**config.mk**
```make
export PLATFORM = sky130hd
export DESIGN_NAME = inst_fetch_flat
export DESIGN_NICKNAME = d
export VERILOG_FILES = /design/src/rtl/inst_fetch_pkg.sv /design/src/rtl/inst_fetch_if.sv /design/src/rtl/inst_fetch_pc_next_sel.sv /design/src/rtl/inst_fetch.sv /design/src/flat_wrapper.sv
export SDC_FILE = /design/constraint.sdc
export NUM_CORES = 1
export LEC_CHECK = 0
export ABC_CLOCK_PERIOD_IN_PS = 3300
export CAP_MARGIN = 20
export CORE_ASPECT_RATIO = 0.7
export CORE_MARGIN = 1.5
export CORE_UTILIZATION = 64
export DETAILED_ROUTE_END_ITERATION = 8
export DONT_BUFFER_PORTS = 1
export GPL_ROUTABILITY_DRIVEN = 0
export PLACE_DENSITY = 0.86
export SLEW_MARGIN = 30
export SYNTH_ARGS = -nofsm -noshare
export SYNTH_HDL_FRONTEND = slang
export SYNTH_SLANG_ARGS = --single-unit
```
**constraint.sdc**
```tcl
create_clock -name clock -period 3.3 [get_ports clock]
set_clock_uncertainty 0.1 [all_clocks]
set_input_delay 0 -clock clock [delete_from_list [all_inputs] [get_ports clock]]
set_output_delay 0 -clock clock [all_outputs]
set_load 0.02 [all_outputs]
```
**src/rtl/inst_fetch_pkg.sv**
```systemverilog
// Shared definitions for the fetch stage: default geometry, opcode encodings
// and the branch-immediate sign extension used by the next-PC selector.
package inst_fetch_pkg;

  localparam int unsigned ADDR_W_DEF   = 32'd12;
  localparam int unsigned RESET_PC_DEF = 32'd0;
  localparam logic [31:0] NOP_WORD     = 32'd0;

  typedef enum logic [4:0] {
    OP_J   = 5'b00001,
    OP_BNE = 5'b00010,
    OP_JAL = 5'b00011,
    OP_JR  = 5'b00100,
    OP_BLT = 5'b00110,
    OP_BEX = 5'b10110
  } opcode_e;

  function automatic logic [31:0] sext_br_imm(input logic [16:0] imm);
    return {{15{imm[16]}}, imm};
  endfunction

endpackage

```
**src/rtl/inst_fetch_if.sv**
```systemverilog
// Fetch <-> memory/decode bundle. The master modport is the fetch stage; the
// slave modport is whatever sits around it (memory plus decode).
interface inst_fetch_if
  import inst_fetch_pkg::*;
#(
  parameter int unsigned ADDR_W = ADDR_W_DEF
);
  logic [ADDR_W-1:0] imem_addr;
  logic [31:0]       imem_q;
  logic              stall;
  logic              br_taken;
  logic [16:0]       br_imm;
  logic              jp;
  logic [26:0]       jp_target;
  logic              jr;
  logic [31:0]       jr_target;
  logic [31:0]       inst_out;
  logic [ADDR_W-1:0] pc_out;
  logic [ADDR_W-1:0] pc_plus1;
  logic              inst_valid;

  modport master (
    output imem_addr, inst_out, pc_out, pc_plus1, inst_valid,
    input  imem_q, stall, br_taken, br_imm, jp, jp_target, jr, jr_target
  );

  modport slave (
    input  imem_addr, inst_out, pc_out, pc_plus1, inst_valid,
    output imem_q, stall, br_taken, br_imm, jp, jp_target, jr, jr_target
  );
endinterface

```
**src/rtl/inst_fetch_pc_next_sel.sv**
```systemverilog
// Next-PC selection: redirect qualification, jr > jp > br priority and the
// PC-relative branch adder. Purely combinational.
module pc_next_sel
  import inst_fetch_pkg::*;
#(
  parameter int unsigned ADDR_W = ADDR_W_DEF
) (
  input  logic [ADDR_W-1:0] pc_out_i,
  input  logic [ADDR_W-1:0] pc_i,
  input  logic              valid_i,
  input  logic              br_taken_i,
  input  logic [16:0]       br_imm_i,
  input  logic              jp_i,
  input  logic [26:0]       jp_target_i,
  input  logic              jr_i,
  input  logic [31:0]       jr_target_i,
  output logic [ADDR_W-1:0] next_pc_o,
  output logic              redirect_o
);

  logic [ADDR_W-1:0] br_target;

  // Priority mux; redirect requests from a bubble slot are not real instructions.
  always_comb begin
    br_target  = pc_out_i + ADDR_W'(1) + ADDR_W'(sext_br_imm(br_imm_i));
    redirect_o = valid_i & (jr_i | jp_i | br_taken_i);
    if (valid_i && jr_i) begin
      next_pc_o = ADDR_W'(jr_target_i);
    end else if (valid_i && jp_i) begin
      next_pc_o = ADDR_W'(jp_target_i);
    end else if (valid_i && br_taken_i) begin
      next_pc_o = br_target;
    end else begin
      next_pc_o = pc_i + ADDR_W'(1);
    end
  end

endmodule

```
**src/rtl/inst_fetch.sv**
```systemverilog
// Fetch stage: owns the PC, drives the 1-cycle instruction memory, squashes the
// wrong-path word on redirect and holds its output word through stalls.
module inst_fetch
  import inst_fetch_pkg::*;
#(
  parameter int unsigned ADDR_W   = ADDR_W_DEF,
  parameter int unsigned RESET_PC = RESET_PC_DEF
) (
  input  logic         clock,
  input  logic         reset,
  inst_fetch_if.master fif
);

  logic [ADDR_W-1:0] pc_q, pc_d;
  logic [ADDR_W-1:0] fetch_pc_q, fetch_pc_d;
  logic              valid_q, valid_d;
  logic              hold_q, hold_d;
  logic [31:0]       hold_inst_q, hold_inst_d;
  logic [ADDR_W-1:0] next_pc;
  logic              redirect;

  pc_next_sel #(.ADDR_W(ADDR_W)) u_pc_next_sel (
    .pc_out_i    (fetch_pc_q),
    .pc_i        (pc_q),
    .valid_i     (valid_q),
    .br_taken_i  (fif.br_taken),
    .br_imm_i    (fif.br_imm),
    .jp_i        (fif.jp),
    .jp_target_i (fif.jp_target),
    .jr_i        (fif.jr),
    .jr_target_i (fif.jr_target),
    .next_pc_o   (next_pc),
    .redirect_o  (redirect)
  );

  // Next-state: redirect beats stall; a stall latches the live memory word once.
  always_comb begin
    pc_d        = pc_q;
    fetch_pc_d  = fetch_pc_q;
    valid_d     = valid_q;
    hold_d      = hold_q;
    hold_inst_d = hold_inst_q;
    if (redirect) begin
      pc_d       = next_pc;
      fetch_pc_d = pc_q;
      valid_d    = 1'b0;
      hold_d     = 1'b0;
    end else if (fif.stall) begin
      if (!hold_q) begin
        hold_inst_d = fif.imem_q;
        hold_d      = 1'b1;
      end else begin
        hold_inst_d = hold_inst_q;
      end
    end else begin
      pc_d       = next_pc;
      fetch_pc_d = pc_q;
      valid_d    = 1'b1;
      hold_d     = 1'b0;
    end
  end

  // State registers with synchronous reset.
  always_ff @(posedge clock) begin
    if (reset) begin
      pc_q        <= ADDR_W'(RESET_PC);
      fetch_pc_q  <= '0;
      valid_q     <= 1'b0;
      hold_q      <= 1'b0;
      hold_inst_q <= 32'd0;
    end else begin
      pc_q        <= pc_d;
      fetch_pc_q  <= fetch_pc_d;
      valid_q     <= valid_d;
      hold_q      <= hold_d;
      hold_inst_q <= hold_inst_d;
    end
  end

  // Bubbles present a NOP word so decode never sees stale or wrong-path data.
  assign fif.imem_addr  = pc_q;
  assign fif.pc_out     = fetch_pc_q;
  assign fif.pc_plus1   = fetch_pc_q + ADDR_W'(1);
  assign fif.inst_valid = valid_q;
  assign fif.inst_out   = valid_q ? (hold_q ? hold_inst_q : fif.imem_q) : NOP_WORD;

endmodule

```
**src/flat_wrapper.sv**
```systemverilog
// flat-port wrapper written by rule: the top's interface ports become plain ports
module inst_fetch_flat import inst_fetch_pkg::*;
#(
  parameter int unsigned ADDR_W   = ADDR_W_DEF,
  parameter int unsigned RESET_PC = RESET_PC_DEF
)
  (clock, reset, fif_imem_addr, fif_inst_out, fif_pc_out, fif_pc_plus1, fif_inst_valid, fif_imem_q, fif_stall, fif_br_taken, fif_br_imm, fif_jp, fif_jp_target, fif_jr, fif_jr_target);
  inst_fetch_if #(.ADDR_W(ADDR_W)) fif_i ();
  input  logic clock;
  input  logic reset;
  output wire logic [$bits(fif_i.imem_addr)-1:0] fif_imem_addr;
  output wire logic [$bits(fif_i.inst_out)-1:0] fif_inst_out;
  output wire logic [$bits(fif_i.pc_out)-1:0] fif_pc_out;
  output wire logic [$bits(fif_i.pc_plus1)-1:0] fif_pc_plus1;
  output wire logic [$bits(fif_i.inst_valid)-1:0] fif_inst_valid;
  input wire logic [$bits(fif_i.imem_q)-1:0] fif_imem_q;
  input wire logic [$bits(fif_i.stall)-1:0] fif_stall;
  input wire logic [$bits(fif_i.br_taken)-1:0] fif_br_taken;
  input wire logic [$bits(fif_i.br_imm)-1:0] fif_br_imm;
  input wire logic [$bits(fif_i.jp)-1:0] fif_jp;
  input wire logic [$bits(fif_i.jp_target)-1:0] fif_jp_target;
  input wire logic [$bits(fif_i.jr)-1:0] fif_jr;
  input wire logic [$bits(fif_i.jr_target)-1:0] fif_jr_target;
  assign fif_imem_addr = fif_i.imem_addr;
  assign fif_inst_out = fif_i.inst_out;
  assign fif_pc_out = fif_i.pc_out;
  assign fif_pc_plus1 = fif_i.pc_plus1;
  assign fif_inst_valid = fif_i.inst_valid;
  assign fif_i.imem_q = fif_imem_q;
  assign fif_i.stall = fif_stall;
  assign fif_i.br_taken = fif_br_taken;
  assign fif_i.br_imm = fif_br_imm;
  assign fif_i.jp = fif_jp;
  assign fif_i.jp_target = fif_jp_target;
  assign fif_i.jr = fif_jr;
  assign fif_i.jr_target = fif_jr_target;
  inst_fetch #(.ADDR_W(ADDR_W), .RESET_PC(RESET_PC)) u_core (.clock(clock), .reset(reset), .fif(fif_i));
endmodule
```
==> results of run 1 <==
==> repair_timing <==
item	4_1_cts	5_1_grt
endpoints found under the hold margin	58	0
endpoints found under the setup margin	0	1
resized for setup	0	4
hold buffers	63	0
setup buffers	0	0
==> cells in the mapped netlist (2+ instances only) <==
cell	count	share of area, %
a211oi_1	7	1.4
and2_1	4	0.69
o221ai_1	2	0.48
a221oi_1	2	0.48
o21ai_0	9	1.2
a22o_1	32	7.7
nand3b_1	4	0.83
o22ai_1	6	1.0
buf_2	9	1.2
o211ai_1	7	1.4
a31oi_1	3	0.52
nor2_1	26	2.7
nand2b_1	2	0.34
nor3_1	5	0.69
inv_1	7	0.72
dfxtp_1	58	32
a311oi_1	2	0.48
o41ai_1	2	0.48
a21oi_1	29	4.0
xnor2_1	11	2.7
o21a_1	2	0.41
nand3_1	11	1.5
or3_1	2	0.34
mux2i_1	32	8.8
xor2_1	13	3.1
a22oi_1	2	0.41
nand2_1	48	5.0
clkbuf_1	17	1.8
and4_1	2	0.48
a21o_1	4	0.83
nand4_1	4	0.69
ha_1	16	5.5
nor2b_1	32	5.5
==> per-layer routing <==
layer  share of wire, %  vias to the layer above  GRT usage, %
li1                   -                     1704             -
met1                 38                     1793         44.96
met2                 48                      291         67.61
met3                 11                       44         11.03
met4                3.0                        0         16.86
met5                  0                        -             0
==> registers in the layout (all words and copies together), names as in the netlist <==
| name | count |
|---|---|
| u_core.hold_inst_q | 32 |
| u_core.fif.imem_addr | 12 |
| u_core.fif.pc_out | 12 |
| u_core.fif.inst_valid | 1 |
| u_core.hold_q | 1 |
==> logic make-up after synthesis <==
family	synth area share (%)
multiplexers	8.816
adder cells (fa/ha/maj)	6.061
XOR/XNOR	5.785
AO/OA/AOI/OAI	23.04
flip-flops	31.96
buffers and inverters	3.857
AND/OR/NAND/NOR	20.49
==> through the flow <==
step	hold WS (ns)	setup WS, ns	total power (uW)
after CTS	0.005953	0.1125	1863
after detailed placement	-0.02390	0.2647	1238
after global placement	-0.02836	0.4411	1222
after global routing	0.04037	-0.001152	1964
after floorplan	-0.01609	0.3157	1155
final	0.005951	0.1442	1898
==> cell type report <==
| class | instances | area [sq um] |
|---|---|---|
| clock inverter | 3 | 15.01 |
| timing repair buffer | 84 | 783.3 |
| clock buffer | 13 | 148.9 |
| multi-input combinational | 337 | 2359 |
| fill | 317 | 783.3 |
| sequential | 58 | 1162 |
| tap | 72 | 90.09 |
| inverter | 7 | 26.28 |
==> tightest hold or removal path, cell delays in order <==
cell and delay [ns]:
a221oi_1 0.06, o211ai_1 0.10, nor4b_1 0.20
==> report_power, final <==
part | internal, uW | switching, uW
Sequential | 752 | 84.4
Clock | 290 | 275
Combinational | 220 | 277
Total | 1260 | 636
==> path summary, 6_finish.rpt <==
kind                            slack (ns)                 endpoint
worst max-delay path                  0.14  u_core.fif.imem_addr[7]
worst min-delay path                 0.006  u_core.fif.imem_addr[5]
worst max register to register        0.14  u_core.fif.imem_addr[7]
worst min register to register        0.38   u_core.hold_inst_q[22]
==> flow_summary.toml, run 1 <==
[floorplan]
rows = 22
die_y_microns = 66.04
core_sq_um = 5368
die_w_microns = 93.06
initial_core_util_pct = 67.69
num_io_pins = 183
dieArea_sq_um = 6146

[worst_setup_path]
critPathKind = "reg -> reg"
critPathRequiredTime_ns = 3.42
crit_chain = "ha_1 -> inv_1 -> nor2_2 -> xor2_1 -> ha_1 -> a21oi_2 -> inv_1 -> a31oi_1 -> xor2_1 -> a31oi_1 -> dlygate4sd3_1"
end_kind = "flip-flop"
worstSetupStartpoint = "u_core.fif.pc_out[0]"
reg2reg_depth = 11
crit_family = "buffers and inverters"
r2r_start = "u_core.fif.pc_out[0]"
cpPeakStageDelay_ns = 0.58
crit_slowest_cell = "dlygate4sd3_1"
cp_max_fo = 6
arrival_ns = 3.28
startpoint_type = "flip-flop"
crit_cells = 11
cp_num_buf_inv = 3

[clocking]
cts_buffers = 9
cts_tree = "built"
clk_pin_slew_ns = 0.07
cts_root_buffer = "clkbuf_8"
clockBufferDepth = 2
cts.sinks = 58
clk_latency_ns = 0.33
ctsHtreeMaxLevel = 3

[grt]
grt_first_pass_wirelength_microns = 18350
grt_usage_pct = 38.88
grt_pass1_vias = 3729
grt_overflow = 0
grt_max_degree = 34
antenna_found_initial = 0

[cells_and_area]
layout_commonest_cell = "dlygate4sd3_1"
antenna_cells = 0
layout_common_cells = "62 x dlygate4sd3_1, 57 x dfxtp_1, 48 x nand2_1"
final_area_sq_um = 4584
utilization_pct = 85.41
final_nets = 628
area_delta_synth_final_pct = 26.17
layout.cells.non_filler = 574
drive_gt1_share_pct = 9.163

[sta]
maxSlewHeadroom_pct = 38.77
period_minus_slack_ns = 3.156
fin_crit_sh_pct = 95.63
tightest_slew_ns = 0.9185
setup_viol = 0
final_hold_viol_count = 0
fmax_mhz = 316.9
finalSetupTns_ns = 0
slew_viol_final = 0

[yosys]
synth_edf_count = 0
synth_ff_type = "dfxtp_1"
synth-seq-area-share_pct = 31.96
ys_types = 50
async_flop_share_pct = 0
synth-seq-cells = 58
netlist_area_sq_um = 3633
synth_cells = 429
syn-num-nets = 560
ys_warn_count = 0
synth.avg_cell_area_sq_um = 8.470

[worst_hold_path]
hold_class = "in -> reg"
hold_start = "fif_jr_target[5]"
holdPathStages = 3

[detailed_routing]
drc_errors = 0
vias = 3832
drt-total-wl_microns = 12060
drt_pass1_iterations = 6
wl_per_cell_microns = 21.01
vias_per_cell = 6.676
drt_iter0_drc = 296
ant_nets = 0

[placement]
hpwl_microns = 6963
place_inst = 495
port_buffers = 0
place_area_sq_um = 3777

[power_and_ir_drop]
p_leak_uw = 0.001833
ir_worst_vdd_v = 0.0002962
p_per_area_nw_per_um2 = 414.1

[job]
maxCapViolCount = 0

[run_status]
status = "finished clean"
Note: power is estimated with default switching activity, not from simulation.
==> run 2: changes to the inputs <==
--- a/config.mk
+++ b/config.mk
@@ -13,8 +13,8 @@
 export DETAILED_ROUTE_END_ITERATION = 8
 export DONT_BUFFER_PORTS = 1
 export GPL_ROUTABILITY_DRIVEN = 0
-export PLACE_DENSITY = 0.86
-export SLEW_MARGIN = 30
+export PLACE_DENSITY = 0.81
+export SLEW_MARGIN = 20
 export SYNTH_ARGS = -nofsm -noshare
 export SYNTH_HDL_FRONTEND = slang
 export SYNTH_SLANG_ARGS = --single-unit
==> constraint.sdc (replaced) <==
create_clock -name clock -period 3.3 [get_ports clock]
set_clock_uncertainty 0.1 [all_clocks]
set_input_delay 0 -clock clock [delete_from_list [all_inputs] [get_ports clock]]
set_output_delay 0 -clock clock [all_outputs]
set_load 0.1 [all_outputs]
==> flow_summary.toml, run 2 <==
[yosys]
async_flop_share_pct = 0
synth_common_cells = "58 x dfxtp_1, 48 x nand2_1, 32 x a22o_1, 32 x mux2i_1, 32 x nor2b_1"
ys_types = 50
synth_edf_count = 0
yosys.cell_count.top_type = "dfxtp_1"
synth.avg_cell_area_sq_um = 8.470
synth_area_leader_cell = "dfxtp_1"
netlist_area_sq_um = 3633
synth-seq-cells = 58
synth_top_area_share_pct = 31.96
synth-seq-area-share_pct = 31.96
syn-num-nets = 560
yosys-top-cells-area = "dfxtp_1 32%, mux2i_1 8.8%, a22o_1 7.7%"
ys_warn_count = 0
synth_ff_type = "dfxtp_1"
synth_cells = 429

[run_status]
status = "did not finish"
first-error = "[ERROR DPL-0033] detailed placement checks failed during check placement."
lastStage = "clock tree synthesis"

[clocking]
cts_buffers = 9
cts.sinks = 58
clockBufferDepth = 2
cts_root_buffer = "clkbuf_8"
cts.repair.resized = 0
holdBufCountCts = 64
post_cts_buffers = 0
ctsHtreeMaxLevel = 3

[floorplan]
initial_core_util_pct = 67.69
num_io_pins = 183
rows = 22
die_w_microns = 93.06
die_y_microns = 66.04

[placement]
hpwl_microns = 8357
port_buffers = 0
run 2: cell families after synthesis:
group / share of synthesized area (%)
and+or+nand+nor: 20.49
AOI/OAI and AO/OA: 23.04
DFF: 31.96
buffers and inverters: 3.857
muxes: 8.816
xor gates and xnor gates: 5.785
adders and majority gates: 6.061
run 2: through the flow:
step | utilization [%] | setup WS, ns | area (sq um) | cells | hold slack [ns]
detailed placement | 83.17 | 0.3875 | 4464 | 548 | -0.03027
global placement | 83.17 | 0.5157 | 4464 | 548 | -0.03380
floorplan | - | -0.1727 | 3841 | 429 | -0.01609
==> run 3: changes to the inputs <==
--- a/config.mk
+++ b/config.mk
@@ -7,13 +7,12 @@
 export LEC_CHECK = 0
 export ABC_CLOCK_PERIOD_IN_PS = 3300
 export CAP_MARGIN = 20
-export CORE_ASPECT_RATIO = 0.7
 export CORE_MARGIN = 1.5
-export CORE_UTILIZATION = 64
+export CORE_UTILIZATION = 40
 export DETAILED_ROUTE_END_ITERATION = 8
 export DONT_BUFFER_PORTS = 1
 export GPL_ROUTABILITY_DRIVEN = 0
-export PLACE_DENSITY = 0.81
+export PLACE_DENSITY_LB_ADDON = 0.15
 export SLEW_MARGIN = 20
 export SYNTH_ARGS = -nofsm -noshare
 export SYNTH_HDL_FRONTEND = slang
==> flow_summary.toml, run 3 (synthesis gave the netlist of run 1 again) <==
[cells_and_area]
area_delta_synth_final_pct = 48.69
antenna_cells = 0
fillCellCount = 760
largest_reg_flops = 32
layout_common_cells = "72 x buf_4, 66 x dlygate4sd3_1, 48 x nand2_1, 48 x dfxtp_1"
layout_commonest_cell = "buf_4"
final_nets = 684
drive_gt1_share_pct = 27.42
largest-register = "u_core.hold_inst_q"
layout.cells.non_filler = 666

[floorplan]
core_sq_um = 8763
die_y_microns = 98.31
rows = 34
die_w_microns = 98.31
dieArea_sq_um = 9665
initial_core_util_pct = 41.46
num_io_pins = 183

[clocking]
clk_latency_ns = 0.34
cts_buffers = 9
clockBufferDepth = 2
cts_root_buffer = "clkbuf_8"
ctsHtreeMaxLevel = 3
cts_tree = "built"
clk_pin_slew_ns = 0.07
cts.sinks = 58

[worst_setup_path]
crit_family = "compound AO/OA/AOI/OAI gates"
cp_num_buf_inv = 1
critPathKind = "reg -> reg"
crit_slowest_cell = "dlygate4sd3_1"
critPathRequiredTime_ns = 3.43
startpoint_type = "flip-flop"
cpPeakStageDelay_ns = 0.57
arrival_ns = 3.26
end_kind = "flip-flop"
crit_chain = "ha_1 -> fa_1 -> a211oi_2 -> o21bai_1 -> a21oi_2 -> a21oi_1 -> xnor2_1 -> a31oi_1 -> dlygate4sd3_1"
cp_max_fo = 6

[power_and_ir_drop]
p_per_area_nw_per_um2 = 449.7
p_leak_uw = 0.002211
p_total_uw = 2430
ir_worst_vdd_v = 0.0002539

[detailed_routing]
drc_errors = 0
vias_per_cell = 5.656
ant_nets = 0
drt_iter0_drc = 205
vias = 3767
wl_per_cell_microns = 17.84
drt-total-wl_microns = 11880
drt_pass1_iterations = 5

[sta]
grt_setup_unrepaired = "no"
maxSlewHeadroom_pct = 37.60
finalSetupTns_ns = 0
fmax_mhz = 319.0
fin_crit_sh_pct = 95.00
tightest_slew_ns = 0.9361
setup_viol = 0
final_hold_viol_count = 0
hold_slack_ns = 0.05015
period_minus_slack_ns = 3.135
slew_viol_final = 0

[grt]
grt_pass1_vias = 3736
grt_first_pass_wirelength_microns = 18890
antenna_found_initial = 0
grt_usage_pct = 24.30
grt_overflow = 0
grt_max_degree = 35

[placement]
place_inst = 583
port_buffers = 0
hpwl_microns = 8027

[run_status]
status = "finished clean"

[worst_hold_path]
hold_class = "in -> reg"

[job]
maxCapViolCount = 0
## run 3: final timing paths
check | start | end | slack (ns) | cells past startpoint
worst max-delay path | u_core.fif.pc_out[0] | u_core.fif.imem_addr[8] | 0.17 | 9
worst min-delay path | fif_stall | u_core.fif.pc_out[0] | 0.05 | 4
worst max register to register | u_core.fif.pc_out[0] | u_core.fif.imem_addr[8] | 0.17 | 9
worst min register to register | u_core.hold_inst_q[10] | u_core.hold_inst_q[10] | 0.38 | 1
## run 3: layout make-up
type	instances	area [sq um]	area share (%)
clock inverter	5	52.55	0.9727
multi-input combinational	337	2614	48.38
tap	108	135.1	2.501
timing repair buffer	140	1232	22.81
clock buffer	11	151.4	2.802
inverter	7	26.28	0.4863
sequential	58	1191	22.05
## run 3: metal layers
metal	up-vias	routed length (microns)	global-route usage (%)
li1	1818	-	-
met1	1782	5116	31.24
met2	153	5800	40.52
met3	14	774	5.655
met4	0	190	7.367
met5	-	0	0
## run 3: power breakdown
| part | internal, uW | leakage (uW) | switching (uW) |
|---|---|---|---|
| clock network | 386 | 0.000105 | 296 |
| logic | 295 | 0.00162 | 667 |
| registers | 750 | 0.000482 | 36.1 |
| total | 1430 | 0.00221 | 998 |
## run 3: per-stage QoR
| stage | area (sq um) | worst slack [ns] | utilization [%] |
|---|---|---|---|
| CTS | 5386 | 0.02096 | 61.46 |
| detailed placement | 4502 | 0.4658 | 51.37 |
| global placement | 4502 | 0.4966 | 51.37 |
| floorplan | 3841 | -0.1727 | - |
| global route | 5403 | 0.02041 | 61.65 |
| finish | 5403 | 0.1650 | 61.65 |
## run 3: timing repair
action / 4_1_cts / 5_1_grt
hold buffers: 67 / 0
setup endpoints to repair: 0 / 3
endpoints found under the hold margin: 58 / 0
gates resized for setup: 0 / 4
buffers inserted: 0 / 0
## run 3: worst register-to-register path: stages, from the launching register on
cell and delay, ns:
dfxtp_4 0.37, ha_1 0.35, fa_1 0.52, a211oi_2 0.30, o21bai_1 0.13, a21oi_2 0.25
a21oi_1 0.13, xnor2_1 0.19, a31oi_1 0.11, dlygate4sd3_1 0.57
